## config.mk

```make
export PLATFORM = sky130hd
export DESIGN_NAME = serial_add_ctrl_flat
export DESIGN_NICKNAME = d
export VERILOG_FILES = /design/src/rtl/serial_add_ctrl_if.sv /design/src/rtl/serial_add_ctrl.sv /design/src/flat_wrapper.sv
export SDC_FILE = /design/constraint.sdc
export NUM_CORES = 1
export LEC_CHECK = 0
export ABC_AREA = 1
export BUFFER_PORTS_ARGS = -buffer_cell sky130_fd_sc_hd__buf_2
export CAP_MARGIN = 10
export CORE_UTILIZATION = 30
export CTS_BUF_LIST = sky130_fd_sc_hd__clkbuf_2
export DETAILED_ROUTE_END_ITERATION = 6
export SLEW_MARGIN = 10
export SYNTH_ARGS = -nofsm -noshare
export SYNTH_HDL_FRONTEND = slang
export SYNTH_SLANG_ARGS = --single-unit
```

## constraint.sdc

```tcl
create_clock -name clk -period 1.7 [get_ports clk]
set_input_delay 0.34 -clock clk [delete_from_list [all_inputs] [get_ports clk]]
set_output_delay 0.34 -clock clk [all_outputs]
set_load 0.01 [all_outputs]
```

## src/rtl/serial_add_ctrl_if.sv

```systemverilog
// rtl/serial_add_ctrl_if.sv - requester <-> serial adder handshake/data bundle
//
// Purpose: groups the start/busy/done handshake, operands and result of
//          serial_add_ctrl so requester and adder connect through one port.
// Signals:
//   start  requester -> adder  request; sampled only while the adder is idle
//   a, b   requester -> adder  WIDTH-bit operands, captured on accepted start
//   cin    requester -> adder  carry-in, captured on accepted start
//   busy   adder -> requester  high while bits are being computed
//   done   adder -> requester  one-cycle pulse, result valid
//   sum    adder -> requester  registered WIDTH-bit result
//   cout   adder -> requester  registered carry-out
//   ovf    adder -> requester  signed overflow (only with SERIAL_ADD_OVERFLOW_EN)
// Modports: master = requester side, slave = adder side.
// Build option: SERIAL_ADD_OVERFLOW_EN adds ovf.

interface serial_add_ctrl_if #(
  parameter int WIDTH = 8
);
  logic             start;
  logic [WIDTH-1:0] a;
  logic [WIDTH-1:0] b;
  logic             cin;
  logic             busy;
  logic             done;
  logic [WIDTH-1:0] sum;
  logic             cout;
`ifdef SERIAL_ADD_OVERFLOW_EN
  logic             ovf;

  modport master (
    output start, a, b, cin,
    input  busy, done, sum, cout, ovf
  );

  modport slave (
    input  start, a, b, cin,
    output busy, done, sum, cout, ovf
  );
`else
  modport master (
    output start, a, b, cin,
    input  busy, done, sum, cout
  );

  modport slave (
    input  start, a, b, cin,
    output busy, done, sum, cout
  );
`endif
endinterface

```

## src/rtl/serial_add_ctrl.sv

```systemverilog
// rtl/serial_add_ctrl.sv - bit-serial adder controller around one full-adder cell
//
// Purpose: computes {cout,sum} = a + b + cin one bit per clock, LSB first,
//          using a single 1-bit full_adder cell. Operands are captured on an
//          accepted start, the carry is held between bits, and the result is
//          assembled in a shift register and published on entry to DONE.
// Ports:
//   clk    input   rising-edge clock
//   rst    input   synchronous, active-high reset
//   bus    slave   serial_add_ctrl_if (start/a/b/cin in; busy/done/sum/cout out)
// Timing: start accepted at edge 0, busy in cycles 1..WIDTH, done in WIDTH+1.
// Build option: SERIAL_ADD_OVERFLOW_EN adds registered signed-overflow ovf.

module full_adder (
  input  logic i_a,
  input  logic i_b,
  input  logic i_c,
  output logic o_s,
  output logic o_c
);
  assign o_s = i_a ^ i_b ^ i_c;
  assign o_c = (i_a & i_b) | (i_a & i_c) | (i_b & i_c);
endmodule

module serial_add_ctrl #(
  parameter int WIDTH = 8,
  parameter int CNT_W = $clog2(WIDTH + 1)
) (
  input  logic            clk,
  input  logic            rst,
  serial_add_ctrl_if.slave bus
);

  typedef enum logic [1:0] {
    ST_IDLE = 2'd0,
    ST_RUN  = 2'd1,
    ST_DONE = 2'd2
  } state_t;

  state_t           r_state;
  state_t           w_next;

  logic [WIDTH-1:0] r_a;
  logic [WIDTH-1:0] r_b;
  logic             r_carry;
  logic [CNT_W-1:0] r_cnt;
  // Only WIDTH-1 earlier bits need storage; the last bit comes straight
  // from the cell when the result is published.
  logic [WIDTH-2:0] r_res;
  logic [WIDTH-2:0] w_res_next;
  logic [WIDTH-1:0] r_sum;
  logic             r_cout;
`ifdef SERIAL_ADD_OVERFLOW_EN
  logic             r_ovf;
`endif

  logic             w_s;
  logic             w_c;
  logic             w_last;
  logic             w_busy;
  logic             w_done;

  full_adder u_fa (
    .i_a (r_a[0]),
    .i_b (r_b[0]),
    .i_c (r_carry),
    .o_s (w_s),
    .o_c (w_c)
  );

  assign w_last = (r_cnt == CNT_W'(WIDTH - 1));

  always_comb begin
    w_res_next             = r_res >> 1;
    w_res_next[WIDTH-2]    = w_s;
  end

  // State register
  always_ff @(posedge clk) begin
    if (rst) begin
      r_state <= ST_IDLE;
    end else begin
      r_state <= w_next;
    end
  end

  // Next state and handshake outputs
  always_comb begin
    w_next = ST_IDLE;
    w_busy = 1'b0;
    w_done = 1'b0;
    case (r_state)
      ST_IDLE: begin
        w_next = bus.start ? ST_RUN : ST_IDLE;
      end
      ST_RUN: begin
        w_busy = 1'b1;
        w_next = w_last ? ST_DONE : ST_RUN;
      end
      ST_DONE: begin
        // start is deliberately ignored here; nothing is queued
        w_done = 1'b1;
        w_next = ST_IDLE;
      end
      default: begin
        // illegal encoding recovers to IDLE
        w_next = ST_IDLE;
      end
    endcase
  end

  // Datapath: operand shift regs, carry, bit counter, result assembly
  always_ff @(posedge clk) begin
    if (rst) begin
      r_a     <= '0;
      r_b     <= '0;
      r_carry <= 1'b0;
      r_cnt   <= '0;
      r_res   <= '0;
      r_sum   <= '0;
      r_cout  <= 1'b0;
`ifdef SERIAL_ADD_OVERFLOW_EN
      r_ovf   <= 1'b0;
`endif
    end else begin
      case (r_state)
        ST_IDLE: begin
          if (bus.start) begin
            r_a     <= bus.a;
            r_b     <= bus.b;
            r_carry <= bus.cin;
            r_cnt   <= '0;
          end
        end
        ST_RUN: begin
          r_a     <= r_a >> 1;
          r_b     <= r_b >> 1;
          r_carry <= w_c;
          r_res   <= w_res_next;
          if (w_last) begin
            // sum/cout only ever change here, so they hold while busy
            r_sum  <= {w_s, r_res};
            r_cout <= w_c;
`ifdef SERIAL_ADD_OVERFLOW_EN
            // r_carry is the carry into the MSB during this last bit
            r_ovf  <= r_carry ^ w_c;
`endif
          end else begin
            r_cnt <= r_cnt + CNT_W'(1);
          end
        end
        default: begin
        end
      endcase
    end
  end

  assign bus.busy = w_busy;
  assign bus.done = w_done;
  assign bus.sum  = r_sum;
  assign bus.cout = r_cout;
`ifdef SERIAL_ADD_OVERFLOW_EN
  assign bus.ovf  = r_ovf;
`endif

endmodule

```

## src/flat_wrapper.sv

```systemverilog
// flat-port wrapper written by rule: the top's interface ports become plain ports
module serial_add_ctrl_flat 
#(
  parameter int WIDTH = 8,
  parameter int CNT_W = $clog2(WIDTH + 1)
)
  (clk, rst, bus_start, bus_a, bus_b, bus_cin, bus_busy, bus_done, bus_sum, bus_cout);
  serial_add_ctrl_if #(.WIDTH(WIDTH)) bus_i ();
  input  logic clk;
  input  logic rst;
  input wire logic [$bits(bus_i.start)-1:0] bus_start;
  input wire logic [$bits(bus_i.a)-1:0] bus_a;
  input wire logic [$bits(bus_i.b)-1:0] bus_b;
  input wire logic [$bits(bus_i.cin)-1:0] bus_cin;
  output wire logic [$bits(bus_i.busy)-1:0] bus_busy;
  output wire logic [$bits(bus_i.done)-1:0] bus_done;
  output wire logic [$bits(bus_i.sum)-1:0] bus_sum;
  output wire logic [$bits(bus_i.cout)-1:0] bus_cout;
  assign bus_i.start = bus_start;
  assign bus_i.a = bus_a;
  assign bus_i.b = bus_b;
  assign bus_i.cin = bus_cin;
  assign bus_busy = bus_i.busy;
  assign bus_done = bus_i.done;
  assign bus_sum = bus_i.sum;
  assign bus_cout = bus_i.cout;
  serial_add_ctrl #(.WIDTH(WIDTH), .CNT_W(CNT_W)) u_core (.clk(clk), .rst(rst), .bus(bus_i));
endmodule
```

==> impl_metrics.py <==
metrics = {
    "sta": {
        "tns_ns": 0,
        "maxSlewHeadroom_pct": 79.78,
        "holdWs_ns": 0.1611,
        "setup_viol": 0,
        "period_needed_ns": 1.580,
        "fin_ws_ns": 0.1201,
        "slew_violations": 0,
        "hold_violations": 0,
        "timing.final.crit_share_pct": 92.93,
        "finalClockSkew_ns": 0.03685,
        "rsz0062_at_grt": "no",
        "max_freq_mhz": 633.0,
        "worstMarginPinSlew_ns": 0.3034,
    },
    "synth": {
        "post-synth-top-area-cell": "dfxtp_1",
        "synth.distinct_cells": 22,
        "ys_seq_elements": 39,
        "synth-edff-count": 0,
        "syn_avg_cell_area_sq_um": 7.430,
        "synth_ff_type": "dfxtp_1",
        "syn-instance-count": 227,
        "ys_seq_area_share_pct": 46.29,
        "synthArstFlopShare_pct": 0,
        "synth_top_cell_area_share_pct": 46.29,
        "synthesis.nets": 249,
        "synth.area.top_cells": "dfxtp_1 46%, nand2_1 12%, nor2_1 9.1%",
        "synth_most_common_cell": "nand2_1",
        "yosys_warnings": 0,
        "synthesis.area_sq_mm": 0.001687,
        "synth_commonest_cells": "53 x nand2_1, 41 x nor2_1, 39 x dfxtp_1, 25 x o21ai_0, 13 x nand3_1",
    },
    "place": {
        "hpwl_um": 2359,
        "io_buffers": 30,
        "placed_area_sq_mm": 0.001878,
        "preCtsSetupSlack_ns": 0.3510,
        "gp_congestion": 0.7485,
    },
    "critical_path": {
        "cp.required_ns": 1.36,
        "crit_arrival_ns": 1.24,
        "worst-setup-path-type": "flip-flop to output port",
        "cp-start-kind": "flip-flop",
        "reg2reg_depth": 7,
        "path_max_fanout": 14,
        "end_kind": "output port",
        "startpoint": "u_core.r_state[1]",
        "timing.rr.start": "u_core.r_cnt[0]",
    },
    "layout": {
        "fillCellCount": 573,
        "antenna_cells": 0,
        "finish.utilization_pct": 37.51,
        "synthToLayoutAreaGrowth_pct": 17.21,
        "drive_gt1_share_pct": 23.64,
        "nets": 279,
        "fin_area_sq_mm": 0.001977,
    },
    "run": {
        "maxCapViolations": 0,
    },
    "pwr": {
        "ir_drop_v": 0.0003430,
        "switching_share_pct": 25.56,
        "clkPwrFrac_pct": 36.7,
        "p_seq_share_pct": 51.3,
        "p_leak_nw": 0.9207,
        "powerDensity_mw_per_mm2": 987.4,
        "pwr-share-comb_pct": 12.0,
        "p_switching_mw": 0.4990,
        "p_int_mw": 1.453,
    },
    "floorplanning": {
        "core_region_area_sq_mm": 0.005270,
        "num_rows": 26,
        "initial_core_util_pct": 32.00,
        "dieArea_sq_mm": 0.005926,
        "die_w_um": 76.98,
        "ioPinCount": 31,
        "die_height_um": 76.98,
    },
    "drt": {
        "drc": 0,
        "first_iter_violations": 60,
        "antenna_left": 0,
        "wire_per_inst_um": 10.38,
        "avgViaCountPerCell": 4.409,
        "vias": 1446,
        "drtPass1Iterations": 4,
        "drt_wl_total_um": 3406,
    },
    "min_path": {
        "min_path_type": "input pin to flip-flop",
        "hold_depth": 2,
        "hp-start": "rst",
    },
    "cts": {
        "clk_path_buf_depth": 2,
        "htreeDepth": 2,
        "clkTransAtPathRegs_ns": 0.23,
        "clk_latency_ns": 0.41,
        "cts.sinks": 39,
        "cts_tree": "built",
        "ctsRootBufferMaster": "clkbuf_2",
        "cts_made_buffers": 5,
        "post_cts_buffers": 0,
    },
    "global_route": {
        "grt_pass1_vias": 1324,
        "track_usage_pct": 12.75,
        "grt.overflow.total": 0,
        "grt_pass1_wl_um": 5989,
        "grt_max_degree": 34,
        "antenna_found_initial": 0,
    },
    "run_status": {
        "status": "completed",
    },
}
-- power by group through the flow --
stage / clock network, mW / logic, mW / registers (mW)
after detailed placement: 0 / 0.235 / 1.02
after global placement: 0 / 0.235 / 1.02
after CTS: 0.736 / 0.237 / 1.00
after global routing: 0.777 / 0.275 / 1.01
after floorplan: 0 / 0.182 / 1.01
final: 0.716 / 0.234 / 1.00
-- worst paths after layout --
path	end	slack, ns
setup reg to reg	u_core.bus.sum[3]	0.31
hold reg to reg	u_core.r_a[7]	0.49
setup / recovery	bus_busy	0.12
hold / removal	u_core.r_b[7]	0.16
-- cell families (layout without fill, tap and decap cells) --
| group | Yosys count | in the layout | share of synthesized area, % |
|---|---|---|---|
| AND/OR/NAND/NOR | 116 | 116 | 29.30 |
| AO/OA/AOI/OAI | 45 | 45 | 14.91 |
| flip-flops | 39 | 39 | 46.29 |
| buffers and inverters | 25 | 56 | 7.567 |
| adder cells (fa/ha/maj) | 2 | 2 | 1.929 |
-- cells in the final DEF, fill, tap and decap left out, drive strengths merged --
| cell type | Yosys | final |
|---|---|---|
| nand2 | 58 | 58 |
| nor2 | 43 | 43 |
| dfxtp | 39 | 39 |
| buf | 9 | 33 |
| o21ai | 33 | 33 |
| inv | 15 | 15 |
| nand3 | 13 | 13 |
| a21oi | 12 | 12 |
| clkbuf | 1 | 5 |
| bufinv | 0 | 2 |
| or2 | 1 | 1 |
| nand4 | 1 | 1 |
| fa | 1 | 1 |
| ha | 1 | 1 |
| clkinvlp | 0 | 1 |
-- metrics by stage --
step           instances  power (mW)
5_1_grt              328       2.061
3_5_place_dp         320       1.255
4_1_cts              328       1.975
6_report             328       1.952
3_3_place_gp         320       1.254
2_1_floorplan        227       1.195
-- layer usage --
metal  routed length (um)  global-route usage [%]  vias up
met5                    0                       0        -
met4                   37                   5.094        0
met3                  166                   4.286        4
met2                 1399                   19.38       24
met1                 1801                   16.51      627
li1                     -                       -      791
-- registers in the layout, summed over array words and instances, names as in the netlist --
| signal | count |
|---|---|
| u_core.r_res | 7 |
| u_core.r_state | 2 |
| u_core.bus.sum | 8 |
| u_core.r_b | 8 |
| u_core.r_a | 8 |
| u_core.bus.cout | 1 |
| u_core.r_carry | 1 |
| u_core.r_cnt | 4 |
-- timing repair --
item,in CTS,in global routing
hold buffers,0,0
endpoints found under the setup margin,1,1
gates resized for setup,1,2
pin swaps,0,0
-- critical path, stage by stage, from the launching register on --
cell	delay, ns
dfxtp_1	0.37
inv_2	0.07
nand2_2	0.09
inv_6	0.14
buf_2	0.15
-- cell type report --
type,count,area (sq um),share of cell area (%)
clock buffer,5,25.02,1.266
timing repair buffer,33,172.7,8.734
sequential,39,782.0,39.56
tap,70,87.58,4.430
inverter,15,63.81,3.228
multi-input combinational,163,778.2,39.37
clock inverter,3,67.56,3.418
Note: power is estimated with default switching activity, not from simulation.
